$ cat src/rtl/data_worker.sv
// -----------------------------------------------------------------------------
// data_worker
//
// AHB-Lite master that moves one payload (default 128 bits) as a single
// incrementing burst of bus-width words (default INCR4 of 32-bit words).
// An internal engine supplies address, write data and direction and holds
// I_go high until O_done pulses. A read job returns the assembled payload on
// O_int_rdata, qualified by O_int_rdata_valid.
//
// Optional feature: define DATA_WORKER_TIMEOUT_EN to abort a job after
// pMAX_TRANSFER_WAIT_COUNT consecutive wait states on one phase. With the
// macro undefined the block waits indefinitely for the slave.
//
// Ports
//   clk                clock
//   rst_n              synchronous reset, active-high (despite the name)
//   I_go               job request level, held until O_done
//   I_int_write        1 = write job, 0 = read job
//   I_int_addr         burst start address
//   I_int_wdata        write payload
//   O_int_rdata        read payload
//   O_int_rdata_valid  O_int_rdata holds a completed read
//   O_done             one-cycle job completion pulse
//   O_h*               AHB-Lite master address/control/write-data outputs
//   I_hrdata           AHB read data
//   I_hreadyout        slave ready; 0 stalls every phase
//   I_hready           unused
//   I_hresp            slave response, bit 0 = ERROR
// -----------------------------------------------------------------------------
module data_worker #(
  parameter int pAHB_ADDR_WIDTH   = 32,
  parameter int pAHB_DATA_WIDTH   = 32,
  parameter int pAHB_BURST_WIDTH  = 3,
  parameter int pAHB_PROT_WIDTH   = 4,
  parameter int pAHB_SIZE_WIDTH   = 3,
  parameter int pAHB_TRANS_WIDTH  = 2,
  parameter int pAHB_HRESP_WIDTH  = 2,
  parameter logic [pAHB_PROT_WIDTH-1:0]  pAHB_HPROT_VALUE  = 4'b0011,
  parameter logic [pAHB_SIZE_WIDTH-1:0]  pAHB_HSIZE_VALUE  = 3'b010,
  parameter logic [pAHB_BURST_WIDTH-1:0] pAHB_HBURST_VALUE = 3'b011,
  parameter logic pAHB_HMASTLOCK_VALUE = 1'b1,
  parameter logic pAHB_HNONSEC_VALUE   = 1'b0,
  parameter int pPAYLOAD_SIZE_BITS       = 128,
  parameter int pMAX_TRANSFER_WAIT_COUNT = 16,
  parameter int pREVERSE_WORD_ORDER      = 1,
  parameter int pREVERSE_BYTE_ORDER      = 0
) (
  input  logic                          clk,
  input  logic                          rst_n,
  input  logic                          I_go,
  input  logic                          I_int_write,
  input  logic [pAHB_ADDR_WIDTH-1:0]    I_int_addr,
  input  logic [pPAYLOAD_SIZE_BITS-1:0] I_int_wdata,
  output logic [pPAYLOAD_SIZE_BITS-1:0] O_int_rdata,
  output logic                          O_int_rdata_valid,
  output logic                          O_done,
  output logic [pAHB_ADDR_WIDTH-1:0]    O_haddr,
  output logic [pAHB_BURST_WIDTH-1:0]   O_hburst,
  output logic                          O_hmastlock,
  output logic [pAHB_PROT_WIDTH-1:0]    O_hprot,
  output logic                          O_hnonsec,
  output logic [pAHB_SIZE_WIDTH-1:0]    O_hsize,
  output logic [pAHB_TRANS_WIDTH-1:0]   O_htrans,
  output logic [pAHB_DATA_WIDTH-1:0]    O_hwdata,
  output logic                          O_hwrite,
  input  logic [pAHB_DATA_WIDTH-1:0]    I_hrdata,
  input  logic                          I_hreadyout,
  input  logic                          I_hready,
  input  logic [pAHB_HRESP_WIDTH-1:0]   I_hresp
);

  localparam int BEATS      = pPAYLOAD_SIZE_BITS / pAHB_DATA_WIDTH;
  localparam int BEAT_W     = (BEATS > 1) ? $clog2(BEATS) : 1;
  localparam int NBYTES     = pAHB_DATA_WIDTH / 8;
  localparam int ADDR_SHIFT = $clog2(NBYTES);
  localparam logic [BEAT_W-1:0] LAST_BEAT = BEAT_W'(BEATS - 1);

  localparam logic [pAHB_TRANS_WIDTH-1:0] TRANS_IDLE   = '0;
  localparam logic [pAHB_TRANS_WIDTH-1:0] TRANS_NONSEQ = pAHB_TRANS_WIDTH'(2);
  localparam logic [pAHB_TRANS_WIDTH-1:0] TRANS_SEQ    = pAHB_TRANS_WIDTH'(3);

  typedef enum logic [2:0] {
    ST_IDLE,
    ST_ADDR,
    ST_BURST,
    ST_LAST,
    ST_DONE
  } state_t;

  state_t                        state_q, state_d;
  logic [BEAT_W-1:0]             beat_q, beat_d;
  logic [pAHB_ADDR_WIDTH-1:0]    addr_q;
  logic [pPAYLOAD_SIZE_BITS-1:0] wdata_q;
  logic                          write_q;
  logic                          armed_q;
  logic [pPAYLOAD_SIZE_BITS-1:0] rdata_q;
  logic                          rvalid_q;

  logic                          accept;
  logic                          finish_ok;
  logic                          data_phase;
  logic                          capture;
  logic [BEAT_W-1:0]             data_beat;
  logic [BEAT_W-1:0]             word_sel;
  logic [pAHB_DATA_WIDTH-1:0]    wr_word;
  logic [pAHB_DATA_WIDTH-1:0]    rd_word;

  logic                          unused_ok;
  assign unused_ok = ^{I_hready, I_hresp[pAHB_HRESP_WIDTH-1:1]};

  function automatic logic [pAHB_DATA_WIDTH-1:0] swap_bytes(
    input logic [pAHB_DATA_WIDTH-1:0] w
  );
    logic [pAHB_DATA_WIDTH-1:0] r;
    r = '0;
    for (int i = 0; i < NBYTES; i++) begin
      r[i*8 +: 8] = w[(NBYTES-1-i)*8 +: 8];
    end
    return r;
  endfunction

`ifdef DATA_WORKER_TIMEOUT_EN
  // Consecutive wait states seen on the current phase; cleared whenever the
  // slave is ready so each beat gets its own allowance.
  localparam int WAIT_W = $clog2(pMAX_TRANSFER_WAIT_COUNT + 1);
  logic [WAIT_W-1:0] wait_q;
  logic              bus_active;
  logic              timeout_hit;

  assign bus_active  = (state_q == ST_ADDR) || (state_q == ST_BURST) ||
                       (state_q == ST_LAST);
  assign timeout_hit = bus_active && !I_hreadyout &&
                       (wait_q == WAIT_W'(pMAX_TRANSFER_WAIT_COUNT - 1));

  always_ff @(posedge clk) begin
    if (rst_n || !bus_active || I_hreadyout) begin
      wait_q <= '0;
    end else begin
      wait_q <= wait_q + WAIT_W'(1);
    end
  end
`else
  logic unused_timeout;
  assign unused_timeout = (pMAX_TRANSFER_WAIT_COUNT > 0);
`endif

  // Address phase of beat n overlaps the data phase of beat n-1, so in BURST
  // the beat being transferred on the data bus is one behind beat_q; LAST is
  // the trailing data phase of the final beat.
  always_comb begin
    data_phase = (state_q == ST_BURST) || (state_q == ST_LAST);
    data_beat  = (state_q == ST_LAST) ? LAST_BEAT : (beat_q - BEAT_W'(1));
    word_sel   = (pREVERSE_WORD_ORDER != 0) ? (LAST_BEAT - data_beat) : data_beat;
    capture    = data_phase && I_hreadyout && !I_hresp[0] && !write_q;

    wr_word = '0;
    for (int i = 0; i < BEATS; i++) begin
      if (word_sel == BEAT_W'(i)) begin
        wr_word = wdata_q[i*pAHB_DATA_WIDTH +: pAHB_DATA_WIDTH];
      end
    end
    if (pREVERSE_BYTE_ORDER != 0) begin
      wr_word = swap_bytes(wr_word);
    end

    rd_word = (pREVERSE_BYTE_ORDER != 0) ? swap_bytes(I_hrdata) : I_hrdata;
  end

  // Next-state logic. An ERROR response in any data phase abandons the rest
  // of the burst and goes straight to DONE, which drives HTRANS IDLE.
  always_comb begin
    state_d   = state_q;
    beat_d    = beat_q;
    accept    = 1'b0;
    finish_ok = 1'b0;
    case (state_q)
      ST_IDLE: begin
        if (I_go && armed_q) begin
          accept  = 1'b1;
          beat_d  = '0;
          state_d = ST_ADDR;
        end
      end
      ST_ADDR: begin
        if (I_hreadyout) begin
          beat_d  = beat_q + BEAT_W'(1);
          state_d = ST_BURST;
        end
      end
      ST_BURST: begin
        if (I_hresp[0]) begin
          state_d = ST_DONE;
        end else if (I_hreadyout) begin
          if (beat_q == LAST_BEAT) begin
            state_d = ST_LAST;
          end else begin
            beat_d = beat_q + BEAT_W'(1);
          end
        end
      end
      ST_LAST: begin
        if (I_hresp[0]) begin
          state_d = ST_DONE;
        end else if (I_hreadyout) begin
          state_d   = ST_DONE;
          finish_ok = 1'b1;
        end
      end
      ST_DONE: begin
        state_d = ST_IDLE;
      end
      default: begin
        state_d = ST_IDLE;
      end
    endcase
`ifdef DATA_WORKER_TIMEOUT_EN
    if (timeout_hit) begin
      state_d   = ST_DONE;
      finish_ok = 1'b0;
    end
`endif
  end

  // armed_q blocks a held-high I_go from repeating the job: it only comes
  // back once I_go has been seen low.
  always_ff @(posedge clk) begin
    if (rst_n) begin
      state_q  <= ST_IDLE;
      beat_q   <= '0;
      addr_q   <= '0;
      wdata_q  <= '0;
      write_q  <= 1'b0;
      armed_q  <= 1'b1;
      rdata_q  <= '0;
      rvalid_q <= 1'b0;
    end else begin
      state_q <= state_d;
      beat_q  <= beat_d;
      if (accept) begin
        addr_q   <= I_int_addr;
        wdata_q  <= I_int_wdata;
        write_q  <= I_int_write;
        rvalid_q <= 1'b0;
      end
      if (finish_ok && !write_q) begin
        rvalid_q <= 1'b1;
      end
      if (accept) begin
        armed_q <= 1'b0;
      end else if (!I_go) begin
        armed_q <= 1'b1;
      end
      for (int i = 0; i < BEATS; i++) begin
        if (capture && (word_sel == BEAT_W'(i))) begin
          rdata_q[i*pAHB_DATA_WIDTH +: pAHB_DATA_WIDTH] <= rd_word;
        end
      end
    end
  end

  // Bus outputs decode straight from registered state, so a stall (state and
  // beat held) freezes every one of them.
  always_comb begin
    O_htrans    = TRANS_IDLE;
    O_haddr     = '0;
    O_hwrite    = 1'b0;
    O_hburst    = '0;
    O_hsize     = '0;
    O_hprot     = '0;
    O_hmastlock = 1'b0;
    O_hnonsec   = 1'b0;
    O_hwdata    = '0;
    if (state_q != ST_IDLE) begin
      O_haddr     = addr_q + (pAHB_ADDR_WIDTH'(beat_q) << ADDR_SHIFT);
      O_hwrite    = write_q;
      O_hburst    = pAHB_HBURST_VALUE;
      O_hsize     = pAHB_HSIZE_VALUE;
      O_hprot     = pAHB_HPROT_VALUE;
      O_hmastlock = pAHB_HMASTLOCK_VALUE;
      O_hnonsec   = pAHB_HNONSEC_VALUE;
    end
    if (state_q == ST_ADDR) begin
      O_htrans = TRANS_NONSEQ;
    end else if (state_q == ST_BURST) begin
      O_htrans = TRANS_SEQ;
    end
    if (data_phase) begin
      O_hwdata = wr_word;
    end
  end

  assign O_done            = (state_q == ST_DONE);
  assign O_int_rdata       = rdata_q;
  assign O_int_rdata_valid = rvalid_q;

endmodule

$ cat config.mk
export PLATFORM = sky130hd
export DESIGN_NAME = data_worker
export DESIGN_NICKNAME = d
export VERILOG_FILES = /design/src/rtl/data_worker.sv
export SDC_FILE = /design/constraint.sdc
export NUM_CORES = 1
export LEC_CHECK = 0
export BUFFER_PORTS_ARGS = -buffer_cell sky130_fd_sc_hd__buf_2
export CAP_MARGIN = 20
export CORE_MARGIN = 10
export CORE_UTILIZATION = 30
export CTS_CLUSTER_SIZE = 16
export DETAILED_ROUTE_END_ITERATION = 7
export PLACE_DENSITY = 0.6
export REMOVE_ABC_BUFFERS = 1
export SLEW_MARGIN = 25
export SYNTH_ARGS = -nofsm -noshare
export SYNTH_HDL_FRONTEND = slang
export SYNTH_SLANG_ARGS = --single-unit
$ cat constraint.sdc
create_clock -name clk -period 2.8 [get_ports clk]
set_clock_uncertainty 0.05 [all_clocks]
set_input_delay 0.42 -clock clk [delete_from_list [all_inputs] [get_ports clk]]
set_output_delay 0.42 -clock clk [all_outputs]
set_load 0.02 [all_outputs]
==> impl_metrics.tcl <==
set metrics [dict create \
    cts_buffers 35 \
    grtUsageTotal_pct 18.4 \
    grt_max_degree 95 \
    min_path_cells 3 \
    fmax_ghz 0.315 \
    fin_ws_ns -0.372 \
    yosys-top-cells-area "dfxtp_1 47%, nand2_1 10%, a21oi_1 9.7%, mux2i_1 5.3%, nor2_1 4.4%" \
    worst_path_most_repeated_cell "or4_4" \
    core_area_um2 41000 \
    synth.avg_cell_area_um2 7.91 \
    finalSetupViolCount 16 \
    fin_crit_sh_pct 113 \
    dp_slack_ns 0.0135 \
    syn-instance-count 1581 \
    tritoncts "done" \
    violations "setup timing" \
    grt_pass1_wl_um 73800 \
    crit_fanout 8 \
    finalSetupTns_ns -4.17 \
    rsz0062_at_grt "true" \
    clock_tree.root_cell "clkbuf_16" \
    ctsHoldBuffers 0 \
    die_y_um 224 \
    drv_slew 0 \
    synth_largest_area_cell "dfxtp_1" \
    wl_per_cell_um 19.7 \
    status "finished, violations left" \
    synthTopCellsByCount "333 x nand2_1, 296 x dfxtp_1, 243 x a21oi_1, 145 x nor2_1, 98 x clkbuf_1" \
    synth_seq_cells 296 \
    drtPass1Iterations 5 \
    cp.arrival_ns 2.70 \
    whs_endpoint "wdata_q[53]" \
    drtAntennaViolNets 0 \
    dp_hpwl_um 32000 \
    seq_area_frac_synth_pct 47.4 \
    power.leakage_nw 7.79 \
    hold_viol_final 0 \
    dr.first_iter.drc_count 1008 \
    pin_count 409 \
    slew_headroom_pct 48.5 \
    grt_util_met3_pct 4.22 \
    yosysTopAreaCellShare_pct 47.4 \
    port_buffers 400 \
    areaGrowthSynthToFinish_pct 40.8 \
    path_delay_family "simple AND/OR/NAND/NOR gates" \
    worstSetupStartpointType "register" \
    critical_path_required_ns 2.33 \
    busiest_layer "met2" \
    clock-sinks 296 \
    rrSetupSlack_ns 0.59 \
    crit_type "reg -> out" \
    syn_area_um2 12500 \
    die_w_um 224 \
    first_global_vias 12500 \
    utilization_pct 42.9 \
    crit_path_cell_trace "ha_4, fa_2, nand4_1, or4_4, or4_4, a21oi_4, buf_6" \
    r2r_cells 9 \
    num_rows 74 \
    drcViolationCount 0 \
    setup.worst_path.end_class "primary output" \
    powerDensity_nw_per_um2 697 \
    cp_slowest_stage_delay_ns 0.60 \
    fin_nets 2166 \
    routed_wirelength_um 49600 \
    hp-start "I_int_wdata[53]" \
    gp_congestion 0.849 \
    ys.flop_type "dfxtp_1" \
    vias_per_cell 5.11 \
    dieArea_um2 50300 \
    post-synth-top-count-cell "nand2_1" \
    ir_drop_mv 0.344 \
    power_w 0.0123 \
    start_util_pct 30.5 \
    worst_hold_slack_ns 0.0711 \
    worstReg2RegStart "beat_q[0]" \
    vias 12900 \
    worst_slew_pin_slew_ns 0.773 \
    path_buf_inv 1 \
    synth_edf_count 0 \
    async_flop_share_pct 0 \
    overflow 0 \
    r2r-end "O_int_rdata[35]" \
    drive_above_1_share_pct 32.6 \
    grt_util_met1_pct 22.9 \
    cap_violations 0 \
    period_needed_ns 3.17 \
    hp-class "in -> reg" \
    slowest_stage "or4_4" \
    cts.clk_slew.worst_paths_ns 0.06 \
    cts_max_level 2 \
    ys_types 47 \
    num-fill-cells 4095 \
    clk_latency_ns 0.53 \
    cts_buffer_depth 3 \
    ys_warn_count 0 \
    grt_util_met2_pct 30.8 \
    antenna_found_initial 2 \
]
## routing by layer
metal | vias to the layer above | share of wire [%]
met3 | 73 | 7.1
met4 | 0 | 2.5
met1 | 6129 | 42
met2 | 486 | 48
met5 | - | 0
li1 | 6186 | -
## through the flow
| stage | instance area, um2 | std cells |
|---|---|---|
| after floorplan | 11900 | 1439 |
| after detailed placement | 15100 | 2421 |
| after global routing | 17600 | 2519 |
| after CTS | 17300 | 2510 |
| after global placement | 15100 | 2421 |
| final | 17600 | 2519 |
## kinds of logic after synthesis
| group | count (synthesis) | synth area share [%] |
|---|---|---|
| AOI/OAI and AO/OA | 395 | 18.0 |
| xor gates and xnor gates | 13 | 0.910 |
| adders and majority gates | 4 | 0.460 |
| buffers and inverters | 157 | 5.54 |
| DFF | 296 | 47.4 |
| muxes | 67 | 5.37 |
| other | 1 | 0.0300 |
| and+or+nand+nor | 648 | 22.3 |
## cell type report
type                    count  area (um2)  share of cell area, %
diodes                      2        5.00                 0.0284
flip-flops and latches    296        5940                   33.7
well taps                 532         666                   3.78
clock buffers              54        1070                   6.08
inverters                  10        37.5                  0.213
multi-input cells        1135        6420                   36.4
repair buffers            484        3360                   19.1
clock inverters             6         109                  0.618
## timing repair
action / in CTS / in global routing
gates cloned: 12 / 3
endpoints found under the setup margin: 49 / 53
buffers inserted: 17 / 8
endpoints found under the hold margin: 0 / 0
pin swaps: 72 / 17
gates resized for setup: 158 / 50
## flip-flops by register name, summed over array words and instances, names as in the netlist
signal,flops
armed_q,1
O_int_rdata_valid,1
addr_q,32
wdata_q,128
write_q,1
O_int_rdata,128
beat_q,2
state_q,3
## layout by cell type (no fill, tap or decap), types with 32 or more instances in the layout
cell type and count:
nor2_1 127, clkbuf_16 39, o21ai_0 74, nand3_1 72
o22a_1 32, buf_4 83, buf_2 350, nand2_1 331
dfxtp_1 286, mux2i_1 66, a21oi_1 238
## worst max path at each step
stage                     startpoint                 to  slack [ns]  cells after the start
after floorplan           state_q[2]  O_int_rdata_valid       -3.56                      4
after global routing       addr_q[2]        O_haddr[18]       -0.46                      8
final                      addr_q[2]        O_haddr[30]       -0.37                      7
after global placement     addr_q[2]        O_haddr[28]        0.02                      7
after CTS                  addr_q[2]        O_haddr[30]       -0.44                      7
after detailed placement   addr_q[2]        O_haddr[28]        0.01                      7
## power breakdown
group	total (W)	switching, W	internal (W)
Combinational	0.00287	0.00174	0.00112
Clock	0.00469	0.00179	0.00290
Sequential	0.00472	0.000213	0.00451
Total	0.0123	0.00375	0.00853
## tightest hold or removal path: stages
cell     delay, ns
buf_2         0.09
nand2_1       0.04
a21oi_1       0.05
No activity file was read; power rests on OpenSTA's default activity.
